### config.mk
export PLATFORM = sky130hd
export DESIGN_NAME = everloop_wr_arbiter
export DESIGN_NICKNAME = d
export VERILOG_FILES = /design/src/rtl/everloop_wr_arbiter.sv
export SDC_FILE = /design/constraint.sdc
export NUM_CORES = 1
export LEC_CHECK = 0
export ABC_AREA = 1
export BUFFER_PORTS_ARGS = -buffer_cell sky130_fd_sc_hd__buf_2
export CORE_MARGIN = 2
export CORE_UTILIZATION = 40
export CTS_CLUSTER_DIAMETER = 200
export DETAILED_ROUTE_END_ITERATION = 16
export PLACE_DENSITY = 0.71
export SYNTH_ARGS = -nofsm -noshare
export SYNTH_HDL_FRONTEND = slang
export SYNTH_SLANG_ARGS = --single-unit
### constraint.sdc
create_clock -name clk -period 1.5 [get_ports clk]
set_input_delay 0.15 -clock clk [delete_from_list [all_inputs] [get_ports clk]]
set_output_delay 0.15 -clock clk [all_outputs]
set_load 0.005 [all_outputs]
### src/rtl/everloop_wr_arbiter.sv
// -----------------------------------------------------------------------------
// everloop_wr_arbiter
//
// Arbitrates writes into the everloop LED RAM write port (port A) between the
// host Wishbone path (requester 0) and the animation engine (requester 1).
// Each granted request carries one 32-bit LED word, which is serialised into
// four byte writes, byte0 first, at byte addresses {idx, 2'b00} .. {idx, 2'b11}.
//
// Ports
//   clk             system clock, rising edge
//   reset           asynchronous, active-low reset
//   hold            while high in IDLE, no new grant starts
//   req0/idx0/dat0  requester 0 request level, LED word index, LED word
//   ack0            one-cycle completion pulse to requester 0
//   req1/idx1/dat1  requester 1 request level, LED word index, LED word
//   ack1            one-cycle completion pulse to requester 1
//   ram_en/ram_we   RAM port A enable / write enable (high only while writing)
//   ram_adr         RAM byte address {idx, byte}
//   ram_dat         RAM write data byte
//   busy            high whenever the FSM is not IDLE
//   gnt_id          requester currently or last served
//   wr_count        completed word writes, wraps modulo 2^16
//   dbg_state       current FSM state (IDLE=0, WR=1, ACK=2)
//
// Handshake: reqN is a level. A requester raises reqN with idxN/datN valid and
// holds all three stable until ackN. The word is latched on the grant edge,
// so dropping reqN afterwards does not cancel the burst; ackN still pulses for
// exactly one cycle. If reqN is still high in the IDLE cycle after ackN, that
// is a new request.
// -----------------------------------------------------------------------------
module everloop_wr_arbiter #(
  parameter int IDX_WIDTH = 9
) (
  input  logic                 clk,
  input  logic                 reset,
  input  logic                 hold,
  input  logic                 req0,
  input  logic [IDX_WIDTH-1:0] idx0,
  input  logic [31:0]          dat0,
  output logic                 ack0,
  input  logic                 req1,
  input  logic [IDX_WIDTH-1:0] idx1,
  input  logic [31:0]          dat1,
  output logic                 ack1,
  output logic                 ram_en,
  output logic                 ram_we,
  output logic [IDX_WIDTH+1:0] ram_adr,
  output logic [7:0]           ram_dat,
  output logic                 busy,
  output logic                 gnt_id,
  output logic [15:0]          wr_count,
  output logic [1:0]           dbg_state
);

  localparam logic [1:0] ST_IDLE = 2'd0;
  localparam logic [1:0] ST_WR   = 2'd1;
  localparam logic [1:0] ST_ACK  = 2'd2;

  logic [1:0]           state_q, state_d;
  logic                 gnt_q, gnt_d;
  logic [IDX_WIDTH-1:0] idx_q, idx_d;
  logic [31:0]          sh_q, sh_d;
  logic [1:0]           bc_q, bc_d;
  logic [15:0]          cnt_q, cnt_d;
  logic                 win;
  logic                 in_wr;
  logic                 in_ack;

  // Round-robin: a lone requester wins; on a tie the one not served last wins.
  // gnt_q resets to 1 so requester 0 takes the first tie.
  assign win = (req0 & req1) ? ~gnt_q : req1;

  always_comb begin
    state_d = state_q;
    gnt_d   = gnt_q;
    idx_d   = idx_q;
    sh_d    = sh_q;
    bc_d    = bc_q;
    cnt_d   = cnt_q;
    case (state_q)
      ST_IDLE: begin
        if (!hold && (req0 || req1)) begin
          state_d = ST_WR;
          gnt_d   = win;
          idx_d   = win ? idx1 : idx0;
          sh_d    = win ? dat1 : dat0;
          bc_d    = 2'd0;
        end
      end
      ST_WR: begin
        // Low byte is always the one on the bus; shift the next one down.
        sh_d = {8'h00, sh_q[31:8]};
        bc_d = bc_q + 2'd1;
        if (bc_q == 2'd3) begin
          state_d = ST_ACK;
        end
      end
      ST_ACK: begin
        cnt_d   = cnt_q + 16'd1;
        state_d = ST_IDLE;
      end
      default: begin
        state_d = ST_IDLE;
      end
    endcase
  end

  always_ff @(posedge clk or negedge reset) begin
    if (!reset) begin
      state_q <= ST_IDLE;
      gnt_q   <= 1'b1;
      idx_q   <= '0;
      sh_q    <= 32'h0;
      bc_q    <= 2'd0;
      cnt_q   <= 16'h0;
    end else begin
      state_q <= state_d;
      gnt_q   <= gnt_d;
      idx_q   <= idx_d;
      sh_q    <= sh_d;
      bc_q    <= bc_d;
      cnt_q   <= cnt_d;
    end
  end

  // Outputs decode straight from state so an asynchronous reset drops them
  // in the same cycle, even mid-burst.
  assign in_wr     = (state_q == ST_WR);
  assign in_ack    = (state_q == ST_ACK);
  assign ram_en    = in_wr;
  assign ram_we    = in_wr;
  assign ram_adr   = in_wr ? {idx_q, bc_q} : '0;
  assign ram_dat   = in_wr ? sh_q[7:0] : 8'h00;
  assign ack0      = in_ack & ~gnt_q;
  assign ack1      = in_ack & gnt_q;
  assign busy      = (state_q != ST_IDLE);
  assign gnt_id    = gnt_q;
  assign wr_count  = cnt_q;
  assign dbg_state = state_q;

endmodule

==> summary.md, run 1 <==
| Metric | Value |
|---|---|
| Worst hold slack | `0.0592 ns` |
| Avg Inst Size Synth | `7.93 um2` |
| Fmax | `683 MHz` |
| Min-delay worst type | `input pin to flip-flop` |
| GRT Overall Usage | `0.195` |
| Setup crit start | `dbg_state[1]` |
| Vias in the first global route | `2966` |
| Tmin final | `1.46 ns` |
| Synth Flop Type | `dfrtp_1` |
| Rows | `33` |
| Fill cells | `774` |
| Arrival time worst endpoint | `1.73 ns` |
| Layout Skew | `0.00889 ns` |
| Number of I/O pins | `130` |
| CTS Root Cell | `clkbuf_8` |
| Die Wd | `95.3 um` |
| Endpoints failing setup | `0` |
| Drt total wl | `9000 um` |
| PortBufs | `129` |
| Max-cap viol count | `0` |
| Initial antenna violation count | `0` |
| Worst Hold Launch | `dat0[22]` |
| First-pass GRT wire length | `13700 um` |
| Static Leak | `2.39 nW` |
| Synthesized area | `3340 um2` |
| Status | `finished, final reports clean` |
| Unrepaired setup endpoints after global routing | `true` |
| Layout cells sized above 1 | `0.353` |
| Commonest non-fill, non-tap cell in the layout | `buf_2` |
| Power Total | `7.33 mW` |
| Max H-tree Level | `3` |
| Asr flop ratio synth | `1.00` |
| Reg2Reg Launch Point | `dbg_state[1]` |
| Crit-path max FO | `8` |
| Die H | `95.3 um` |
| Die area | `9090 um2` |
| Flops & latches, synth | `62` |
| Post-synth EDFFs | `0` |
| Largest net degree at the start of global routing | `63` |
| Yosys warning count | `0` |
| Total gr overflow | `0` |
| Drt first pass iters | `4` |
| Initial Util | `0.410` |
| Final HPWL DP | `6120 um` |
| CP max-delay cell | `dfrtp_2` |
| Wire length on met3 | `533 um` |
| Core area | `8130 um2` |
| Rel. slew slack | `0.743` |
| CTS Buf Count | `9` |
| Met2 Routed Length | `4370 um` |
| Clock Path Buffers | `2` |
| First DRT Iteration DRCs | `139` |
| Vias per cell | `4.80` |
| WS Path Type | `flip-flop to flip-flop` |
| CTS sink cnt | `62` |
| Via Count | `3239` |
| Crit path launch type | `flip-flop` |
| Antenna Nets Post-Route | `0` |
| Power per cell area | `1630 nW/um2` |
| Area growth syn-to-layout | `34.9%` |
| CTS tree | `built` |
| Final hold violations | `0` |
| CP Data Required Time | `1.76 ns` |
| Fin crit share | `0.977` |
| Final Max Tran Viols | `0` |
| Total Negative Setup Slacks | `0 ns` |
| Number of library cell types mapped by synthesis | `34` |
| Worst-margin pin slew | `0.385 ns` |
| Sequential share of the synthesized area | `0.465` |
| Final Net Count | `654` |
| CP cell instances | `buf_6 -> nor2_4 -> nand2_4 -> nor2_8 -> clkbuf_16 -> o21ai_0 -> o21ai_1` |
| Final Wtd Congestion | `0.810` |
| # diodes | `0` |
| Worst vdd ir | `0.903 mV` |
| Most frequent cells in the layout | `129 x buf_2, 118 x nand2_1, 59 x dfrtp_1` |
| WL met1 | `3980 um` |
| # DRC | `0` |
| Syn_nets | `510` |
| Post-route cell area | `4500 um2` |
| Crit path largest cell delay | `0.43 ns` |
| Placed Area | `4080 um2` |
| WL/cell | `13.3 um` |
| Clock latency on the worst-skew pair | `0.33 ns` |
| Synth Instances | `421` |
| Clk pin slew, worst setup/hold paths | `0.07 ns` |
| Crit end category | `flip-flop` |
| Top sig layer | `met4` |
synth_stat cells (4+ instances only):
cell / n / area, um2
o21ai_1: 9 / 45.0
buf_4: 6 / 45.0
nand2_1: 118 / 443
nor2_1: 51 / 191
nand4_1: 4 / 25.0
o211ai_1: 22 / 165
o21ai_0: 22 / 110
dfrtp_1: 61 / 1530
or2_2: 10 / 62.6
xnor2_1: 6 / 52.6
nand2_2: 4 / 25.0
xor2_1: 4 / 35.0
o22ai_1: 10 / 62.6
inv_1: 42 / 158
buf_6: 5 / 56.3
nand3_1: 16 / 80.1
o21ai_2: 4 / 35.0
buf_2: 5 / 25.0
area by class of cell:
type	count	area, um2	area share
clock buffers	13	159	0.0353
clock inverters	3	42.5	0.00945
well taps	105	131	0.0292
inverters	45	179	0.0397
flip-flops and latches	62	1560	0.345
multi-input cells	294	1490	0.332
repair buffers	153	941	0.209
layer usage:
layer,up-vias,track usage
met1,1500,0.257
met5,-,0
li1,1633,-
met4,0,0.0773
met2,96,0.320
met3,10,0.0332
timing repair:
item	CTS	global route
resized for setup	7	15
setup buffers	3	5
cloned	0	4
pin swaps	0	7
setup endpoints to repair	21	63
hold buffers	1	0
endpoints found under the hold margin	61	0
logic make-up after synthesis:
family,share of synthesized area
flops,0.465
buf+inv,0.0941
simple gates,0.279
xor+xnor,0.0262
compound gates,0.127
fa+ha+maj,0.00750
flip-flops by register name, indices dropped and copies added, names as in the netlist:
register / flops
sh_q: 32
dbg_state: 2
bc_q: 2
idx_q: 9
wr_count: 16
gnt_id: 1
path summary, 6_finish.rpt:
path | end | cells past startpoint | slack (ns)
worst max-delay path | sh_q[24] | 7 | 0.04
worst max register to register | sh_q[24] | 7 | 0.04
worst min register to register | sh_q[9] | 2 | 0.49
worst min-delay path | sh_q[22] | 3 | 0.06
min in group asynchronous | wr_count[7] | 3 | 0.35
max in group asynchronous | gnt_id | 3 | 0.84
where the power goes:
group	switching, mW	total [mW]	internal [mW]
combinational	1.81	3.25	1.44
clock	0.651	1.51	0.858
sequential	0.293	2.58	2.29
total	2.75	7.33	4.58
critical path, delay by kind of cell (launching register included):
kind	cells	cell delay (ns)
AOI/OAI and AO/OA	2	0.21
buffers and inverters	2	0.33
and+or+nand+nor	3	0.42
DFF	1	0.43
through the flow:
step | instances | setup slack (ns) | util
final | 675 | 0.0352 | 0.553
after global routing | 675 | -0.0364 | 0.553
after CTS | 666 | 0.0102 | 0.533
after detailed placement | 646 | 0.0508 | 0.501
after global placement | 646 | 0.107 | 0.501
after floorplan | 421 | 0.190 | -
No activity file was read; power rests on OpenSTA's default activity.
==> inputs of run 2 (changes only) <==
Settings changed: GPL_ROUTABILITY_DRIVEN set to 0, PLACE_DENSITY 0.71 to 0.69.
==> summary.md, run 2 (same netlist as run 1, synthesis figures left out) <==
| Metric | Value |
|---|---|
| Status | `finished, final reports clean` |
| Crit path launch type | `flip-flop` |
| Top delay family on crit path | `flip-flops` |
| Hold Path Depth | `3` |
| Crit-path max FO | `22` |
| Layout Skew | `0.00974 ns` |
| Die H | `95.3 um` |
| Rows | `33` |
| WL/cell | `13.1 um` |
| Int Power | `4.53 mW` |
| Clk pin slew, worst setup/hold paths | `0.07 ns` |
| Worst Hold Launch | `dat0[22]` |
| Fmax | `675 MHz` |
| Clk pwr share | `0.233` |
| Endpoints failing setup | `0` |
| Clock latency on the worst-skew pair | `0.34 ns` |
| Arrival time worst endpoint | `1.33 ns` |
| Crit path largest cell delay | `0.41 ns` |
| Vias per cell | `4.83` |
| Unrepaired setup endpoints after global routing | `true` |
| Hold EP | `sh_q[22]` |
| GRT Overall Usage | `0.198` |
| Max-cap viol count | `0` |
| Total gr overflow | `0` |
| Vias in the first global route | `3091` |
| Tmin final | `1.48 ns` |
| # diodes | `0` |
| Setup crit start | `dbg_state[1]` |
| Power per cell area | `1640 nW/um2` |
| Commonest non-fill, non-tap cell in the layout | `buf_2` |
| Final hold violations | `0` |
| Initial antenna violation count | `0` |
| Antenna Nets Post-Route | `0` |
| CTS tree | `built` |
| First DRT Iteration DRCs | `215` |
| Initial Util | `0.410` |
| Final Max Tran Viols | `0` |
| Min-delay worst type | `input pin to flip-flop` |
| Buf/Inv on CP | `3` |
| Worst hold slack | `0.0659 ns` |
| CTS Root Cell | `clkbuf_8` |
| Static Leak | `2.35 nW` |
| Final HPWL DP | `6270 um` |
| CTS Buf Count | `9` |
| Via Count | `3218` |
| Area of the multi-input gates | `1520 um2` |
| Crit end category | `primary output` |
| PortBufs | `129` |
| Largest net degree at the start of global routing | `46` |
| R2R depth | `6` |
| Max H-tree Level | `3` |
| Drt total wl | `8700 um` |
| Most frequent cells in the layout | `129 x buf_2, 118 x nand2_1, 60 x dfrtp_1` |
| Post-route cell area | `4420 um2` |
| Combinational power share | `0.413` |
| Die area | `9090 um2` |
| Reg2Reg Setup Slack | `0.05 ns` |
| CP cell instances | `inv_2 -> nand2_4 -> buf_12 -> nor2_1 -> buf_2` |
| Die Wd | `95.3 um` |
| Rel. slew slack | `0.749` |
| CTS sink cnt | `62` |
| CP max-delay cell | `dfrtp_1` |
| Switch share | `0.377` |
| Layout cells sized above 1 | `0.364` |
| Number of I/O pins | `130` |
| Register area | `1550 um2` |
| Area growth syn-to-layout | `32.6%` |
| Drt first pass iters | `4` |
| FF-to-FF End | `idx_q[5]` |
| Worst vdd ir | `0.643 mV` |
| Largest Register | `sh_q` |
| Sequential Power Share | `0.353` |
| Max reg flops | `32` |
| Fill cells | `793` |
| Clock Path Buffers | `2` |
| Placed Area | `4090 um2` |
| Reg2Reg Launch Point | `gnt_id` |
| WS Path Type | `flip-flop to primary output` |
| CP Data Required Time | `1.35 ns` |
| First-pass GRT wire length | `13800 um` |
| Final Net Count | `645` |
| Fin crit share | `0.987` |
| # DRC | `0` |
| Core area | `8130 um2` |
| Worst-margin pin slew | `0.377 ns` |
| Switching pwr | `2.74 mW` |
[run 2: cell count changes in the layout (fill, tap and decap cells not counted), sizes merged]
cell | before | now
bufinv | 1 | 2
clkinv | 1 | 2
clkbuf | 16 | 11
buf | 149 | 143
[run 2: routing by layer]
metal | GRT usage | vias up | routed length, um
met1 | 0.242 | 1498 | 3750
met4 | 0.0737 | 0 | 99
met2 | 0.338 | 100 | 4310
li1 | - | 1613 | -
met5 | 0 | - | 0
met3 | 0.0490 | 7 | 536
[run 2: area by class of cell]
type                    count  area share
well taps                 105      0.0297
clock inverters             5      0.0184
multi-input cells         294       0.344
repair buffers            144       0.182
inverters                  45      0.0404
clock buffers              11      0.0342
flip-flops and latches     62       0.351
[run 2: worst reg2reg max path: cells and delay by family, from the launching register on]
kind | cells | cell delay (ns)
compound gates | 1 | 0.15
simple gates | 3 | 0.21
flops | 1 | 0.53
buf+inv | 2 | 0.47
[run 2: through the flow]
| step | total power [mW] | setup TNS, ns | std cells | utilization | setup slack (ns) |
|---|---|---|---|---|---|
| after detailed placement | 5.43 | 0 | 648 | 0.503 | 0.0244 |
| final | 7.27 | 0 | 666 | 0.544 | 0.0191 |
| after CTS | 7.18 | -0.203 | 665 | 0.534 | -0.0364 |
| after floorplan | 4.49 | 0 | 421 | - | 0.190 |
| after global placement | 5.33 | 0 | 648 | 0.503 | 0.0674 |
| after global routing | 7.86 | -0.593 | 666 | 0.544 | -0.0412 |
[run 2: worst max-delay path by stage]
stage | endpoint | depth (start not counted)
floorplan | sh_q[13] | 6
global placement | sh_q[11] | 6
detailed placement | sh_q[11] | 6
CTS | ram_dat[2] | 5
global route | sh_q[17] | 6
finish | ram_dat[7] | 5
[run 2: power groups by stage]
stage | combinational (mW) | clock, mW | sequential, mW
global route | 3.40 | 1.82 | 2.64
CTS | 2.88 | 1.74 | 2.56
floorplan | 1.94 | 0 | 2.55
global placement | 2.76 | 0 | 2.57
finish | 3.01 | 1.70 | 2.57
detailed placement | 2.84 | 0 | 2.59
[run 2: repair_timing]
item / CTS / global route
endpoints found under the setup margin: 21 / 53
hold buffers: 1 / 0
buffers inserted: 0 / 1
endpoints found under the hold margin: 61 / 0
resized for setup: 3 / 24
pin swaps: 0 / 0
